$ cat config.mk
export PLATFORM = sky130hd
export DESIGN_NAME = bg_mean_unit
export DESIGN_NICKNAME = d
export VERILOG_FILES = /design/src/rtl/bg_pkg.sv /design/src/rtl/seq_divider.sv /design/src/rtl/bg_mean_unit.sv
export SDC_FILE = /design/constraint.sdc
export NUM_CORES = 1
export LEC_CHECK = 0
export CAP_MARGIN = 20
export CORE_AREA = 2 2 145 147
export DETAILED_ROUTE_END_ITERATION = 8
export DIE_AREA = 0 0 147 149
export GPL_ROUTABILITY_DRIVEN = 0
export PLACE_DENSITY_LB_ADDON = 0.05
export RECOVER_POWER = 100
export SLEW_MARGIN = 5
export SYNTH_ARGS = -nofsm -noshare
export SYNTH_HDL_FRONTEND = slang
export SYNTH_SLANG_ARGS = --single-unit
$ cat constraint.sdc
create_clock -name Clk -period 3.04 [get_ports Clk]
set_clock_uncertainty 0.2 [all_clocks]
set_input_delay 0.912 -clock Clk [delete_from_list [all_inputs] [get_ports Clk]]
set_output_delay 0.912 -clock Clk [all_outputs]
set_load 0.02 [all_outputs]
$ cat src/rtl/bg_pkg.sv
// Shared definitions for the background-mean unit and the pe array:
// FSM state encoding, default frame geometry and accumulator width rule.
package bg_pkg;

    localparam int unsigned NUM_PE_DEF = 25;
    localparam int unsigned SUM_W_DEF  = 9;

    // One-hot so each state flag is a single register bit.
    typedef enum logic [3:0] {
        ST_INIT = 4'b0001,
        ST_ACC  = 4'b0010,
        ST_DIV  = 4'b0100,
        ST_DONE = 4'b1000
    } state_t;

    // Accumulator width that holds num_pe full-scale sums without overflow.
    function automatic int unsigned acc_width(input int unsigned sum_w,
                                              input int unsigned num_pe);
        return sum_w + $clog2(num_pe);
    endfunction

    localparam int unsigned ACC_W_DEF = acc_width(SUM_W_DEF, NUM_PE_DEF);

endpackage

$ cat src/rtl/seq_divider.sv
// Restoring divider by a constant, one quotient bit per step, MSB first.
// Ports: clk/reset (sync, active-high), clr clears state, load captures the
// dividend, step performs one iteration, mean_c is the low OUT_W bits of the
// quotient as it will be after this cycle's step.
module seq_divider #(
    parameter int unsigned DVD_W   = 14,
    parameter int unsigned OUT_W   = 9,
    parameter int unsigned DIVISOR = 25
) (
    input  logic             clk,
    input  logic             reset,
    input  logic             clr,
    input  logic             load,
    input  logic             step,
    input  logic [DVD_W-1:0] dividend,
    output logic [OUT_W-1:0] mean_c
);

    // Remainder is always below DIVISOR between steps.
    localparam int unsigned REM_W = $clog2(DIVISOR + 1);

    logic [REM_W-1:0] rem;
    logic [REM_W-1:0] rem_nxt;
    logic [REM_W:0]   shifted;
    logic [DVD_W-1:0] quo;
    logic [DVD_W-1:0] quo_nxt;

    // One restoring iteration: shift in the next dividend bit, subtract if it fits.
    always_comb begin
        rem_nxt = rem;
        quo_nxt = quo;
        shifted = {rem, quo[DVD_W-1]};
        if (step) begin
            if (shifted >= (REM_W+1)'(DIVISOR)) begin
                rem_nxt = REM_W'(shifted - (REM_W+1)'(DIVISOR));
                quo_nxt = {quo[DVD_W-2:0], 1'b1};
            end else begin
                rem_nxt = shifted[REM_W-1:0];
                quo_nxt = {quo[DVD_W-2:0], 1'b0};
            end
        end
    end

    always_ff @(posedge clk) begin
        if (reset || clr) begin
            rem <= '0;
            quo <= '0;
        end else if (load) begin
            rem <= '0;
            quo <= dividend;
        end else begin
            rem <= rem_nxt;
            quo <= quo_nxt;
        end
    end

    assign mean_c = quo_nxt[OUT_W-1:0];

endmodule

$ cat src/rtl/bg_mean_unit.sv
// Averages one frame of NUM_PE per-channel sums into red/green/blue means.
// Ports: Clk, Reset (sync, active-high), Start begins a frame, sum_valid with
// red/green/blue_sum supply samples, Ack releases a finished result.
// red/green/blue_exp hold the last completed means, Done flags a waiting
// result, Qi/Qacc/Qdiv/Qd are the one-hot state flags.
module bg_mean_unit
    import bg_pkg::*;
#(
    parameter int unsigned NUM_PE = NUM_PE_DEF,
    parameter int unsigned SUM_W  = SUM_W_DEF
) (
    input  logic             Clk,
    input  logic             Reset,
    input  logic             Start,
    input  logic             Ack,
    input  logic             sum_valid,
    input  logic [SUM_W-1:0] red_sum,
    input  logic [SUM_W-1:0] green_sum,
    input  logic [SUM_W-1:0] blue_sum,
    output logic [SUM_W-1:0] red_exp,
    output logic [SUM_W-1:0] green_exp,
    output logic [SUM_W-1:0] blue_exp,
    output logic             Done,
    output logic             Qi,
    output logic             Qacc,
    output logic             Qdiv,
    output logic             Qd
);

    localparam int unsigned ACC_W  = acc_width(SUM_W, NUM_PE);
    localparam int unsigned CNT_W  = $clog2(NUM_PE + 1);
    localparam int unsigned DCNT_W = $clog2(ACC_W + 1);

    state_t state;
    state_t state_nxt;

    logic [CNT_W-1:0]            cnt;
    logic [DCNT_W-1:0]           div_cnt;
    logic [2:0][SUM_W-1:0]       sum_in;
    logic [2:0][ACC_W-1:0]       acc;
    logic [2:0][ACC_W-1:0]       acc_nxt;
    logic [2:0][SUM_W-1:0]       mean_c;
    logic [2:0][SUM_W-1:0]       exp_q;

    logic cnt_last;
    logic div_end;
    logic clr;
    logic acc_en;
    logic last_sample;
    logic div_step;
    logic div_last;

    assign sum_in   = {blue_sum, green_sum, red_sum};
    assign cnt_last = (cnt == CNT_W'(NUM_PE - 1));
    assign div_end  = (div_cnt == DCNT_W'(ACC_W - 1));

    // State register
    always_ff @(posedge Clk) begin
        if (Reset) begin
            state <= ST_INIT;
        end else begin
            state <= state_nxt;
        end
    end

    // Next-state logic
    always_comb begin
        state_nxt = state;
        case (state)
            ST_INIT: if (Start)                  state_nxt = ST_ACC;
            ST_ACC:  if (sum_valid && cnt_last)  state_nxt = ST_DIV;
            ST_DIV:  if (div_end)                state_nxt = ST_DONE;
            ST_DONE: if (Ack)                    state_nxt = ST_INIT;
            default:                             state_nxt = ST_INIT;
        endcase
    end

    // State flags and datapath controls
    always_comb begin
        Qi          = 1'b0;
        Qacc        = 1'b0;
        Qdiv        = 1'b0;
        Qd          = 1'b0;
        clr         = 1'b0;
        acc_en      = 1'b0;
        last_sample = 1'b0;
        div_step    = 1'b0;
        div_last    = 1'b0;
        case (state)
            ST_INIT: begin
                Qi  = 1'b1;
                clr = Start;
            end
            ST_ACC: begin
                Qacc        = 1'b1;
                acc_en      = sum_valid;
                last_sample = sum_valid && cnt_last;
            end
            ST_DIV: begin
                Qdiv     = 1'b1;
                div_step = 1'b1;
                div_last = div_end;
            end
            ST_DONE: begin
                Qd = 1'b1;
            end
            default: begin
                Qi = 1'b1;
            end
        endcase
    end

    assign Done = Qd;

    always_comb begin
        for (int c = 0; c < 3; c++) begin
            acc_nxt[c] = acc[c] + ACC_W'(sum_in[c]);
        end
    end

    // Accumulators, sample/step counters and result registers
    always_ff @(posedge Clk) begin
        if (Reset) begin
            acc     <= '0;
            cnt     <= '0;
            div_cnt <= '0;
            exp_q   <= '0;
        end else begin
            if (clr) begin
                acc     <= '0;
                cnt     <= '0;
                div_cnt <= '0;
            end else if (acc_en) begin
                acc <= acc_nxt;
                cnt <= cnt + CNT_W'(1);
            end
            if (div_step) begin
                div_cnt <= div_cnt + DCNT_W'(1);
            end
            if (div_last) begin
                exp_q <= mean_c;
            end
        end
    end

    // Dividers load the final sums on the last sample, so DIV is pure stepping.
    for (genvar c = 0; c < 3; c++) begin : g_div
        seq_divider #(
            .DVD_W   (ACC_W),
            .OUT_W   (SUM_W),
            .DIVISOR (NUM_PE)
        ) u_div (
            .clk      (Clk),
            .reset    (Reset),
            .clr      (clr),
            .load     (last_sample),
            .step     (div_step),
            .dividend (acc_nxt[c]),
            .mean_c   (mean_c[c])
        );
    end

    assign red_exp   = exp_q[0];
    assign green_exp = exp_q[1];
    assign blue_exp  = exp_q[2];

endmodule
* Word level (Yosys, flattened, before mapping)
Index checks and enable logic that the tools add are counted.
** Storage, ports and cells
- Register bits after elaboration :: 139
- Bits of input ports :: 32
- Output and inout bits :: 32
- Word-level logic and storage cells :: 74
** Cells by class
- $add $sub $neg :: 8
- $lt $le $gt $ge :: 3
- Eq/ne operators :: 10
- Multiplexer cells :: 27
- Reductions and logical operators :: 8
** Operators with widths (number)
- $mux 14 :: 6
- $add 14x9->14 :: 3
- $mux 4 :: 6
- $ge 6x5->1 const B :: 3
- $pmux 4 s4 :: 1
- $mux 5 :: 3
- $sub 5x5->5 const B :: 3
- $mux 1 :: 11
- $eq 4x4->1 const B :: 2
- $ne 2x2->1 const B :: 4
- $add 5x1->5 const B :: 1
- $eq 5x5->1 const B :: 1
- $add 4x1->4 const B :: 1
- $eq 4x1->1 const B :: 1
- $eq 4x2->1 const B :: 1
- $eq 4x3->1 const B :: 1
- $reduce_and 4->1 :: 1
- $reduce_bool 2->1 :: 2
- $reduce_or 2->1 :: 2
- $reduce_or 3->1 :: 1
- $logic_and 1x1->1 :: 1
- $logic_or 1x1->1 :: 1

* Logic depth before layout (Yosys ltp)
Gate-level depths: netlist of run 1.
- Depth in word-level cells :: 4
- Gate-level depth with buffers :: 10
- Gate-level depth less buffers :: 9

* By module
A second synthesis of run 1 with hierarchy kept.
** Second synthesis, totals
- Cells, all modules :: 920
- Area, all modules :: 7629.8 µm²
** By module, submodules not included
- bg_mean_unit :: times used 1, cells each 575, area each 4581.9 µm²
- seq_divider :: times used 3, cells each 115, area each 1016.0 µm²

* Worst setup path before layout of run 1
OpenSTA, ideal clock, no wires.
- Path kind :: input-to-reg
- Start :: in green_sum[0]
- End :: reg g_div[1].u_div.quo[12]
- Setup time :: 0.086 ns
- Arrival :: 2.586 ns
- Required time :: 2.754 ns
- Setup slack :: 0.168 ns
- Stages :: 9
- Cells stage by stage :: ha_1 inv_1 fa_1 nor2b_1 o31a_1 a2111oi_2 nor3_1 xnor2_1 a211oi_1
** Between the ends
- Longest elaborated chain between the ends :: 2
** RTL lines
- from (decl) :: line bg_mean_unit.sv:18 : input logic [SUM_W-1:0] green_sum,
- $add 14x9->14 :: line bg_mean_unit.sv:117 : acc_nxt[c] = acc[c] + ACC_W'(sum_in[c]);
- $mux 14 :: line seq_divider.sv:48 : end else if (load) begin
- to (signal assigned) :: line seq_divider.sv:50 : quo <= dividend;
- to (signal assigned) :: line seq_divider.sv:53 : quo <= quo_nxt;
- to (decl) :: line seq_divider.sv:25 : logic [DVD_W-1:0] quo;
No other way between the ends.
A chain may end at the register's enable or synchronous reset.

* Worst setup path after layout of run 1
- Start :: in red_sum[0]
- End :: reg g_div[0].u_div.quo[4]
** Between the ends
- Longest elaborated chain between the ends :: 2
** RTL lines
- from (decl) :: line bg_mean_unit.sv:17 : input logic [SUM_W-1:0] red_sum,
- $add 14x9->14 :: line bg_mean_unit.sv:117
- $mux 14 :: line seq_divider.sv:48
- to (signal assigned) :: line seq_divider.sv:50
- to (signal assigned) :: line seq_divider.sv:53
- to (decl) :: line seq_divider.sv:25
No other way between the ends.

==> metrics.cfg, run 1 <==
[yosys]
syn_inst = 922
synthFlopType = dfxtp_1
yosysTopAreaCellShare_pct = 38.48
seq_area_frac_synth_pct = 38.48
yosysMostFrequentCell = nand2_1
synth.area.top_cells = dfxtp_1 (38%), nand2_1 (9.8%), a21oi_1 (6.6%)
syn_nets = 994
async_reset_ff_share_pct = 0
synth_area_per_cell_um2 = 7.842
synth_seq_cells = 139
yosys.area.top_type = dfxtp_1
ys_types = 57
synth.top_cells.by_count = nand2_1 (188), dfxtp_1 (139), a21oi_1 (96), nor2_1 (94), a211oi_1 (40)
syn-cell-area_um2 = 7231
ys_warn_count = 0
synth-edff-count = 0

[floorplan]
die_h_um = 149
die_w_um = 147
rows = 53
io_pins = 64
core-area_um2 = 20560
die-area_um2 = 21900
initial_core_util_pct = 35.17

[drt]
drtPass1Iterations = 4
ant_nets = 0
wl_per_cell_um = 14.99
wl_mm = 19.89
drt_iter0_markers = 349
vias_per_cell = 4.928
drcViolationCount = 0
vias = 6540

[timing]
max_freq_ghz = 0.3374
finalHoldViolCount = 0
fin_crit_ns = 2.964
drv_slew = 0
finalSetupViolCount = 0
tightest_slew_ns = 0.7614
fin_crit_sh_pct = 97.50
max-slew-margin-rel_pct = 49.16

[global_route]
overflow = 0
grt_first_pass_wirelength_mm = 33.42
antenna_found_initial = 0
grt_max_degree = 49
grt_pass1_vias = 6305
grt_usage_pct = 19.15

[place]
dp_cells = 1295
io_buffers = 63
dp_hpwl_mm = 14.10
post_dp_cell_area_um2 = 8692

[hold_path]
whs_path_depth = 2
whs_endpoint = green_exp[5]$_SDFFE_PP0P_
min_path_type = register to register
holdCritStartpoint = green_exp[5]$_SDFFE_PP0P_

[pwr]
p_per_area_nw_per_um2 = 457.8
peakVddDrop_mv = 0.3670
p_leak_nw = 3.484

[setup_path]
crit_chain = clkdlybuf4s50_1, ha_1, inv_1, fa_1, nand2b_1, a21oi_1, buf_4, xor2_1, nor2_1, a311oi_1
critPathCaptureType = register
r2r_setup_slack_ns = 0.46
crit_type = input pin to register
r2r-end = blue_exp[0]$_SDFFE_PP0P_
critical_path.top_delay_family = buffers and inverters
worstPathMaxFanout = 3
crit_buf_inv = 3
required_ns = 3.17
rr_startpoint = state[1]$_SDFFE_PP0P_
cpPeakStageDelay_ns = 0.46
critical_path.slowest_cell = clkdlybuf4s50_1
reg2reg_depth = 8
startpoint_type = input pin
crit_arrival_ns = 3.09

[final_layout]
nNetsFinal = 1111
antenna_cells = 0
finalNonFillerCells = 1327
stdcell_area_um2 = 9279
drive_above_1_share_pct = 13.40
synthToLayoutAreaGrowth_pct = 28.33

[job]
maxCapViolations = 0

[clock_tree]
htree_levels = 4
ctsHoldBuffers = 0
cts.sinks = 139
cts_setup_buffers = 0
clockBufferDepth = 2
tritoncts = built
cts_inserted_buffers = 17
cts-root-buf = clkbuf_16
worstSkewPairLatency_ns = 0.43
clk_pin_slew_worst_paths_ns = 0.06

[status]
outcome = complete, no violations

per-layer routing:
layer	vias to the layer above	routed length, um	track usage [%]
li1	3404	-	-
met1	3023	10840	28.90
met2	104	8270	27.96
met3	9	666	3.853
met4	0	113	4.471
met5	-	0	0
where the power goes:
part,internal [mW],switching (mW),leakage [nW]
logic,0.120,0.145,2.08
clock network,1.24,0.909,0.288
registers,1.83,0.00578,1.12
tightest hold or removal path, stage by stage, from the launching register on:
cell	delay, ns
dfxtp_1	0.30
nand2_1	0.05
a21oi_1	0.05
sequential cells by signal, indices dropped and copies added (netlist names):
signal / cells
state: 4
g_div.u_div.quo: 42
red_exp: 9
acc: 42
green_exp: 9
blue_exp: 9
div_cnt: 4
g_div.u_div.rem: 15
cnt: 5
per-stage QoR:
stage	power [mW]	hold slack (ns)	setup TNS (ns)	worst slack [ns]	util, %
2_1_floorplan	1.996	0.2315	0	0.1682	-
3_3_place_gp	2.148	0.2441	-9.163	-0.3128	42.28
3_5_place_dp	2.146	0.2484	-9.712	-0.3275	42.28
4_1_cts	4.314	0.2575	0	0.009397	45.21
5_1_grt	4.425	0.2755	-0.006407	-0.006407	45.14
6_report	4.248	0.2491	0	0.07595	45.14
cell type report:
| type | instances | area, um^2 |
|---|---|---|
| Clock inverter | 15 | 177.7 |
| Inverter | 25 | 93.84 |
| Tap cell | 275 | 344.1 |
| Multi-Input combinational cell | 704 | 4119 |
| Fill cell | 2128 | 11280 |
| Timing Repair Buffer | 152 | 1334 |
| Sequential cell | 139 | 2785 |
| Clock buffer | 17 | 425.4 |
placed cells by master, fill, tap and decap left out, types with 9 or more instances in the layout:
cell	instances
xor2_1	25
a211oi_1	39
inv_1	24
o21ai_0	29
a21oi_1	96
xnor2_1	35
nand2_1	188
buf_4	80
dlygate4sd3_1	30
clkdlybuf4s50_1	29
nor3_1	20
nor2_1	93
dfxtp_1	137
and3_1	16
ha_1	37
nand3_1	26
clkbuf_16	17
a311oi_1	9
kinds of logic after synthesis:
| kind of cell | Yosys count | share of synthesized area (%) |
|---|---|---|
| AO/OA/AOI/OAI | 215 | 18.38 |
| XOR/XNOR | 60 | 7.268 |
| adder cells (fa/ha/maj) | 40 | 7.233 |
| buffers and inverters | 79 | 4.741 |
| flip-flops | 139 | 38.48 |
| multiplexers | 2 | 0.2769 |
| AND/OR/NAND/NOR | 387 | 23.62 |
worst max-delay path by stage:
stage | from | endpoint | slack (ns) | cells past startpoint
after floorplan | green_sum[0] | g_div[1].u_div.quo[12]$_SDFFE_PP0P_ | 0.17 | 9
after global placement | red_sum[0] | g_div[0].u_div.quo[4]$_SDFF_PP0_ | -0.31 | 10
after detailed placement | red_sum[0] | g_div[0].u_div.quo[4]$_SDFF_PP0_ | -0.33 | 10
after CTS | state[3]$_SDFFE_PP0P_ | Qd | 0.009 | 4
after global routing | green_sum[0] | g_div[1].u_div.quo[12]$_SDFFE_PP0P_ | -0.006 | 10
final | red_sum[0] | g_div[0].u_div.quo[4]$_SDFF_PP0_ | 0.08 | 10
repair_timing:
action,4_1_cts,5_1_grt
endpoints found under the setup margin,2,8
gates resized for setup,3,6
pin swaps,0,1
Note: power is estimated with default switching activity, not from simulation.
==> inputs of run 2 (changes only) <==
- CTS_CLUSTER_DIAMETER: not set -> 100
==> results of run 2 <==
The final DEF is identical to that of run 1; final timing and power are the same.
==> inputs of run 3 (changes only) <==
- CTS_BUF_LIST: not set -> sky130_fd_sc_hd__clkbuf_16
- RECOVER_POWER: 100 -> 25
==> metrics.cfg, run 3 (synthesis gave the netlist of run 1 again) <==
[final_layout]
drive_above_1_share_pct = 13.50
synthToLayoutAreaGrowth_pct = 28.38
nNetsFinal = 1111
final_common_cell = nand2_1
finish.utilization_pct = 45.16
biggestRegsByFlops = acc: 42 flops, g_div.u_div.quo: 42 flops, g_div.u_div.rem: 15 flops
final_cell_mix = nand2_1 (188), dfxtp_1 (137), a21oi_1 (96)
antenna_cells = 0
fill_cells = 2126

[clock_tree]
cts_setup_buffers = 0
htree_levels = 4
cts.sinks = 139
tritoncts = built
clk_pin_slew_worst_paths_ns = 0.06
cts_inserted_buffers = 17
worstSkewPairLatency_ns = 0.43
cts-root-buf = clkbuf_16
clockBufferDepth = 2

[setup_path]
critPathCaptureType = register
crit_type = input pin to register
crit_arrival_ns = 3.09
worstPathMaxFanout = 3
startpoint_type = input pin
required_ns = 3.17

[pwr]
switching_share_pct = 24.97
p_per_area_nw_per_um2 = 457.8
p_int_mw = 3.189
netSwitchingPower_mw = 1.061
clkPwrFrac_pct = 50.7
p_seq_share_pct = 43.1
p_leak_nw = 3.390
pwr-share-comb_pct = 6.2
peakVddDrop_mv = 0.3694

[place]
io_buffers = 63
post-place-ws_ns = -0.3275
dp_hpwl_mm = 14.10

[timing]
tightest_slew_ns = 0.7712
finalHoldViolCount = 0
max-slew-margin-rel_pct = 48.50
finalSetupViolCount = 0
fin_crit_sh_pct = 97.33
drv_slew = 0
fin_crit_ns = 2.959
fin_ws_ns = 0.08116
max_freq_ghz = 0.3380

[status]
outcome = complete, no violations

[floorplan]
io_pins = 64
rows = 53
die_w_um = 147
die_h_um = 149
initial_core_util_pct = 35.17
core-area_um2 = 20560
die-area_um2 = 21900

[global_route]
grt_max_degree = 49
grt_first_pass_wirelength_mm = 33.42
overflow = 0
grt_pass1_vias = 6305
grt_usage_pct = 19.15
antenna_found_initial = 0

[drt]
vias_per_cell = 4.928
drt_iter0_markers = 342
drcViolationCount = 0
drtPass1Iterations = 4
ant_nets = 0
vias = 6539
wl_per_cell_um = 14.96
wl_mm = 19.85

[job]
maxCapViolations = 0

[hold_path]
min_path_type = register to register

run 3: area by class of cell:
cell class              count  area, um^2  share of cell area, %
clock buffers              17       425.4                  4.583
clock inverters            15       177.7                  1.914
inverters                  25       93.84                  1.011
multi-input cells         704        4119                  44.37
flip-flops and latches    139        2785                  30.00
well taps                 275       344.1                  3.707
repair buffers            152        1338                  14.41
run 3: power by group through the flow:
stage                     registers (mW)  logic [mW]  clock network (mW)
final                               1.83       0.265                2.15
after global routing                1.83       0.292                2.30
after CTS                           1.83       0.276                2.21
after detailed placement            1.87       0.274                   0
after global placement              1.87       0.276                   0
after floorplan                     1.87       0.127                   0
run 3: stage by stage:
step	TNS [ns]	total power, mW	area (um^2)	instances	hold slack, ns
6_report	0	4.250	9283	1327	0.2516
5_1_grt	-0.006407	4.426	9283	1327	0.2780
4_1_cts	0	4.314	9294	1327	0.2575
3_5_place_dp	-9.712	2.146	8692	1295	0.2484
3_3_place_gp	-9.163	2.148	8692	1295	0.2441
2_1_floorplan	0	1.996	7231	922	0.2315
run 3: what timing repair did:
action,4_1_cts,5_1_grt
gates resized for setup,3,6
hold buffers,0,0
pin swaps,0,1
setup endpoints to repair,2,8
run 3: path summary, 6_finish.rpt:
check                                          startpoint                                to  slack, ns  cells after the start
worst min register to register  green_exp[5]$_SDFFE_PP0P_         green_exp[5]$_SDFFE_PP0P_       0.25                      2
worst max register to register      state[1]$_SDFFE_PP0P_          blue_exp[0]$_SDFFE_PP0P_       0.44                      8
worst min-delay path            green_exp[5]$_SDFFE_PP0P_         green_exp[5]$_SDFFE_PP0P_       0.25                      2
worst max-delay path                           red_sum[0]  g_div[0].u_div.quo[4]$_SDFF_PP0_       0.08                     10
run 3: layer usage:
layer | vias to the layer above | track usage (%) | routed length, um
met4 | 0 | 4.471 | 144
met3 | 12 | 3.853 | 608
li1 | 3410 | - | -
met1 | 3021 | 28.90 | 10920
met2 | 96 | 27.96 | 8177
met5 | - | 0 | 0
run 3: critical path, cell delays in order:
cell and delay, ns:
clkdlybuf4s50_1 0.46, ha_1 0.18, inv_1 0.06, fa_1 0.37, nand2b_1 0.15, a21oi_1 0.16
buf_4 0.15, xor2_1 0.32, nor2_1 0.09, a311oi_1 0.23
